## src/rtl/sub_tc_pkg.sv

```systemverilog
// Shared definitions for the sequential 16-bit two's-complement subtractor:
// FSM state encoding, operand/result widths and the digit-width legality check.
package sub_tc_pkg;

  localparam int OPW  = 16;
  localparam int RESW = 17;

  typedef enum logic [1:0] {
    IDLE = 2'd0,
    CALC = 2'd1,
    DONE = 2'd2
  } state_e;

  function automatic bit digit_w_legal(input int w);
    return (w == 1) || (w == 2) || (w == 4) || (w == 8) || (w == 16);
  endfunction

endpackage

```

## src/rtl/sub_tc_digit.sv

```systemverilog
// Combinational W-bit full adder with carry in/out; one digit of the
// serial subtraction per compute cycle.
module sub_tc_digit #(
  parameter int W = 4
) (
  input  logic [W-1:0] x,
  input  logic [W-1:0] y,
  input  logic         cin,
  output logic [W-1:0] sum,
  output logic         cout
);

  assign {cout, sum} = {1'b0, x} + {1'b0, y} + {{W{1'b0}}, cin};

endmodule

```

## src/rtl/sub_tc_16_16_seq.sv

```systemverilog
// Digit-serial 16-bit two's-complement subtractor, diff = a - b (17 bits).
// Optional saturation to the 16-bit range is enabled by defining SUB_TC_SAT_EN.
module sub_tc_16_16_seq
  import sub_tc_pkg::*;
#(
  parameter int DIGIT_W = 4
) (
  input  logic            clk,
  input  logic            rstn,
  input  logic            in_valid,
  output logic            in_ready,
  input  logic [OPW-1:0]  a,
  input  logic [OPW-1:0]  b,
  output logic            out_valid,
  input  logic            out_ready,
  output logic [RESW-1:0] diff,
`ifdef SUB_TC_SAT_EN
  output logic            sat,
`endif
  output logic            busy
);

  localparam int         N        = OPW / DIGIT_W;
  localparam logic [4:0] LAST_IDX = 5'(N - 1);

  if (!digit_w_legal(DIGIT_W)) begin : g_bad_digit_w
    $error("sub_tc_16_16_seq: DIGIT_W must be 1, 2, 4, 8 or 16");
  end

  state_e          state_q, state_d;
  logic [OPW-1:0]  a_q, a_d;
  logic [OPW-1:0]  b_q, b_d;
  logic [OPW-1:0]  acc_q, acc_d;
  logic            carry_q, carry_d;
  logic [4:0]      idx_q, idx_d;
  logic [RESW-1:0] diff_q, diff_d;
`ifdef SUB_TC_SAT_EN
  logic            sat_q, sat_d;
  logic            ovf;
`endif

  int                 bit_lo;
  logic [DIGIT_W-1:0] dig_a, dig_nb, dig_sum;
  logic               dig_cout;
  logic [OPW-1:0]     acc_next;
  logic [RESW-1:0]    exact, result;

  assign bit_lo = int'(idx_q) * DIGIT_W;
  assign dig_a  = a_q[bit_lo +: DIGIT_W];
  assign dig_nb = ~b_q[bit_lo +: DIGIT_W];

  sub_tc_digit #(.W(DIGIT_W)) u_digit (
    .x    (dig_a),
    .y    (dig_nb),
    .cin  (carry_q),
    .sum  (dig_sum),
    .cout (dig_cout)
  );

  // NOTE: every variable assigned here gets a default first, so no path can
  // leave one unassigned and infer a latch.
  always_comb begin
    acc_next                    = acc_q;
    acc_next[bit_lo +: DIGIT_W] = dig_sum;
    // Sign bit of the 17-bit sum sext(a) + sext(~b) + 1.
    exact  = {a_q[OPW-1] ^ ~b_q[OPW-1] ^ dig_cout, acc_next};
`ifdef SUB_TC_SAT_EN
    ovf    = exact[RESW-1] ^ exact[RESW-2];
    result = ovf ? (exact[RESW-1] ? 17'h18000 : 17'h07FFF) : exact;
`else
    result = exact;
`endif

    state_d = state_q;
    a_d     = a_q;
    b_d     = b_q;
    acc_d   = acc_q;
    carry_d = carry_q;
    idx_d   = idx_q;
    diff_d  = diff_q;
`ifdef SUB_TC_SAT_EN
    sat_d   = sat_q;
`endif

    unique case (state_q)
      IDLE: begin
        if (in_valid) begin
          a_d     = a;
          b_d     = b;
          acc_d   = '0;
          carry_d = 1'b1;
          idx_d   = '0;
          state_d = CALC;
        end
      end
      CALC: begin
        acc_d   = acc_next;
        carry_d = dig_cout;
        idx_d   = idx_q + 5'd1;
        if (idx_q == LAST_IDX) begin
          diff_d  = result;
`ifdef SUB_TC_SAT_EN
          sat_d   = ovf;
`endif
          state_d = DONE;
        end
      end
      DONE: begin
        if (out_ready) begin
`ifdef SUB_TC_SAT_EN
          sat_d   = 1'b0;
`endif
          state_d = IDLE;
        end
      end
      default: state_d = IDLE;
    endcase
  end

  // NOTE: sequential state uses non-blocking assignments so every flop
  // samples the pre-edge value of every other flop. All registers here are
  // small and are cleared by reset.
  always_ff @(posedge clk or negedge rstn) begin
    if (!rstn) begin
      state_q <= IDLE;
      a_q     <= '0;
      b_q     <= '0;
      acc_q   <= '0;
      carry_q <= 1'b0;
      idx_q   <= '0;
      diff_q  <= '0;
`ifdef SUB_TC_SAT_EN
      sat_q   <= 1'b0;
`endif
    end else begin
      state_q <= state_d;
      a_q     <= a_d;
      b_q     <= b_d;
      acc_q   <= acc_d;
      carry_q <= carry_d;
      idx_q   <= idx_d;
      diff_q  <= diff_d;
`ifdef SUB_TC_SAT_EN
      sat_q   <= sat_d;
`endif
    end
  end

  assign in_ready  = (state_q == IDLE);
  assign out_valid = (state_q == DONE);
  assign busy      = (state_q == CALC) || (state_q == DONE);
  assign diff      = diff_q;
`ifdef SUB_TC_SAT_EN
  assign sat       = sat_q;
`endif

endmodule

```

## config.mk

```make
export PLATFORM = sky130hd
export DESIGN_NAME = sub_tc_16_16_seq
export DESIGN_NICKNAME = d
export VERILOG_FILES = /design/src/rtl/sub_tc_pkg.sv /design/src/rtl/sub_tc_digit.sv /design/src/rtl/sub_tc_16_16_seq.sv
export SDC_FILE = /design/constraint.sdc
export NUM_CORES = 1
export LEC_CHECK = 0
export BUFFER_PORTS_ARGS = -buffer_cell sky130_fd_sc_hd__buf_2
export CAP_MARGIN = 20
export CORE_MARGIN = 5
export CORE_UTILIZATION = 57
export DETAILED_ROUTE_END_ITERATION = 8
export PLACE_DENSITY = 0.8
export REMOVE_ABC_BUFFERS = 1
export SYNTH_ARGS = -nofsm -noshare
export SYNTH_HDL_FRONTEND = slang
export SYNTH_SLANG_ARGS = --single-unit
```

## constraint.sdc

```tcl
create_clock -name clk -period 3.5 [get_ports clk]
set_clock_uncertainty 0.15 [all_clocks]
set_input_delay 0.35 -clock clk [delete_from_list [all_inputs] [get_ports clk]]
set_output_delay 0.35 -clock clk [all_outputs]
set_load 0.02 [all_outputs]
```

==> reports/metrics.yaml <==
cts_tree: "yes"
drt_initial_violations: 237
layout.cell_area.non_filler_um2: 4439
fin_tns_setup_ns: 0
yosys_most_used_dff: "dfrtp_1"
post_synth_fa_ha_maj_area_fraction: 0.04003
combinational_family_with_the_most_area_after_synthesis: "multiplexers"
post-route-period-util: 0.8418
initial_core_util: 0.5938
start_kind: "flip-flop"
layout_min_cycle_time_ns: 2.946
leakagePower_uw: 0.002116
pre_cts_slack_ns: 0.5465
post-dp-hpwl_mm: 5.511
report.power.total_uw: 5009
fin_hold_ws_ns: 0.05295
die_h_um: 91.80
io_count: 56
clock.fmax_ghz: 0.3394
final_layout_size_suffix_gt1_frac: 0.3552
number_of_setup_violations_in_the_final_report: 0
synth_edf_count: 0
areaGrowthSynthToFinish_pct: 16.40
cap_viol_max_count: 0
clock_latency_ns: 0.35
final.setup.worst_slack_ns: 0.5538
simple_logic_cell_fraction_of_the_synthesized_area: 0.1047
power_per_cell_area_nw_per_um2: 1128
post-synth-top-area-cell: "dfrtp_1"
totalWireLength_mm: 7.968
clockRootBuffer: "clkbuf_8"
layout.nets: 439
cts_setup_buffers: 0
number_of_hold_repair_buffers_added_at_the_cts_stage: 0
final_max_slew_viol_count: 0
synth-warning-count: 0
detail_route.drc_violations: 0
clkTransAtPathRegs_ns: 0.08
drtAntennaViolNets: 0
compound_cell_area_share_of_the_yosys_netlist: 0.1434
numClockSinks: 73
regToRegStartpoint: "idx_q[2]"
synth.area.mux_share: 0.1801
dpl_cell_area_um2: 4163
die_x_um: 91.80
post_synth_instance_area_um2: 3814
max_slew.worst_pin.slew_ns: 1.147
critical_path_data_required_time_ns: 3.58
grt_start_max_net_pins: 74
grt.total_usage: 0.2038
timing.setup.critical_path_class: "flip-flop to flip-flop"
worstSetupEndpointType: "flip-flop"
worst_ir_drop_vdd_uv: 672.4
setup_repair_after_global_routing_missed_its_margin: "false"
wire_length_of_the_first_global_routing_pass_mm: 13.60
result_of_the_run: "complete, no violations"
place.gp.congestion: 0.8965
synth_seq_area_share: 0.4790
maxSlewHeadroom: 0.2300
synth_cell_types: 52
std_cell_rows: 29
rr_worst_depth: 10
maximum_level_of_the_cts_h_tree: 3
grt_antenna_before_repair: 0
critical_path_peak_fanout: 10
ys_seq_elements: 73
cts_repair_resize_count: 0
grt_pass1_vias: 2728
cts_buffer_depth: 2
post_drt_wl_per_cell_um: 16.81
synth_xor_area_frac: 0.01345
yosysTopAreaCellShare: 0.4790
mean_post_synth_cell_area_um2: 11.42
detail_route.vias_per_cell: 5.793
min-delay-path-class: "input port to async pin"
syn-instance-count: 334
vias: 2746
timing.reg2reg.setup_slack_ns: 0.55
core-area_um2: 6422
placement.io_buffers: 55
netlist_top_cells_area: "dfrtp_1 (48%), mux2_2 (11%), mux4_2 (4.7%)"
startpoint: "idx_q[2]"
hold_viol: 0
grt_remaining_overflow: 0
insertedDiodeCount: 0
floorplan.die_area_um2: 8426
worstPathArrival_ns: 3.03
post_synthesis_async_set_or_reset_flop_share: 1.000
total_clock_buffers_created_by_cts: 9
drt-pass1-iter-count: 4
==> sequential cells by signal, summed over array words and instances, names as in the netlist <==
name,flops
diff,17
a_q,16
acc_q,16
b_q,16
idx_q,5
state_q,2
carry_q,1
==> final cells by class <==
type                       count  area [µm²]
clock buffer                  11       151.4
clock inverter                 5       125.1
fill                         460        1983
inverter                      10       37.54
multi-input combinational    231        1837
sequential                    73        1827
tap                           77       96.34
timing repair buffer          67       365.4
==> cells in the mapped netlist, types with 2 or more instances <==
| cell type | number |
|---|---|
| and3_1 | 2 |
| buf_2 | 8 |
| o21ai_0 | 21 |
| o21a_1 | 7 |
| inv_1 | 9 |
| a211o_1 | 4 |
| and2_1 | 6 |
| dfrtp_1 | 73 |
| xor2_1 | 2 |
| nor2_1 | 10 |
| a22o_1 | 10 |
| buf_6 | 3 |
| nand2_1 | 38 |
| nand3_1 | 8 |
| buf_1 | 2 |
| mux4_2 | 8 |
| nor2b_1 | 4 |
| fa_1 | 2 |
| a31oi_1 | 5 |
| a21o_1 | 3 |
| xnor2_1 | 2 |
| o21ai_1 | 7 |
| mux2_2 | 37 |
| o22ai_1 | 3 |
| mux2_4 | 2 |
| ha_1 | 9 |
| a21oi_1 | 15 |
| clkbuf_1 | 5 |
| mux2i_1 | 6 |
==> path summary, 6_finish.rpt <==
check / end
max reg2reg: acc_q[2]
min: diff[10]
min reg2reg: diff[10]
max: acc_q[2]
min in group clk: b_q[15]
max in group asynchronous: a_q[12]
==> cell families (layout without fill, tap and decap cells) <==
group | Yosys count | in the layout
AO/OA/AOI/OAI | 83 | 83
multiplexers | 53 | 53
XOR/XNOR | 5 | 5
AND/OR/NAND/NOR | 79 | 79
flip-flops | 73 | 73
buffers and inverters | 30 | 93
adder cells (fa/ha/maj) | 11 | 11
==> per-layer routing <==
metal  wire (µm)  vias up  global-route usage
met4         142        0             0.06436
met2        3782       86              0.3171
met1        3581     1320              0.2812
met5           0        -                   0
met3         462       14             0.05401
li1            -     1326                   -
==> critical path: stages, from the launching register on <==
cell and delay (ns):
dfrtp_1 0.53, nor2_1 0.44, and2_1 0.22, fa_1 0.20, inv_1 0.06, fa_1 0.39
xor2_1 0.18, and2_1 0.19, mux2_2 0.26, a22oi_1 0.12, o21ai_1 0.09
==> through the flow <==
step / cells / util
2_1_floorplan: 314 / -
3_3_place_gp: 458 / 0.6482
3_5_place_dp: 458 / 0.6482
4_1_cts: 474 / 0.6912
5_1_grt: 474 / 0.6912
6_report: 474 / 0.6912
==> placed cells by master (no fill, tap or decap), types with 10 or more instances in the layout <==
cell      count
a21oi_1      15
a22o_1       10
buf_2        55
buf_4        12
clkbuf_8     11
dfrtp_1      73
mux2_2       37
nand2_1      38
nor2_1       10
o21ai_0      21
==> where the power goes <==
group	internal (µW)	switching [µW]
logic	1230	1470
clock network	584	317
registers	1170	235
total	2980	2030
No activity file was read; power rests on OpenSTA's default activity.
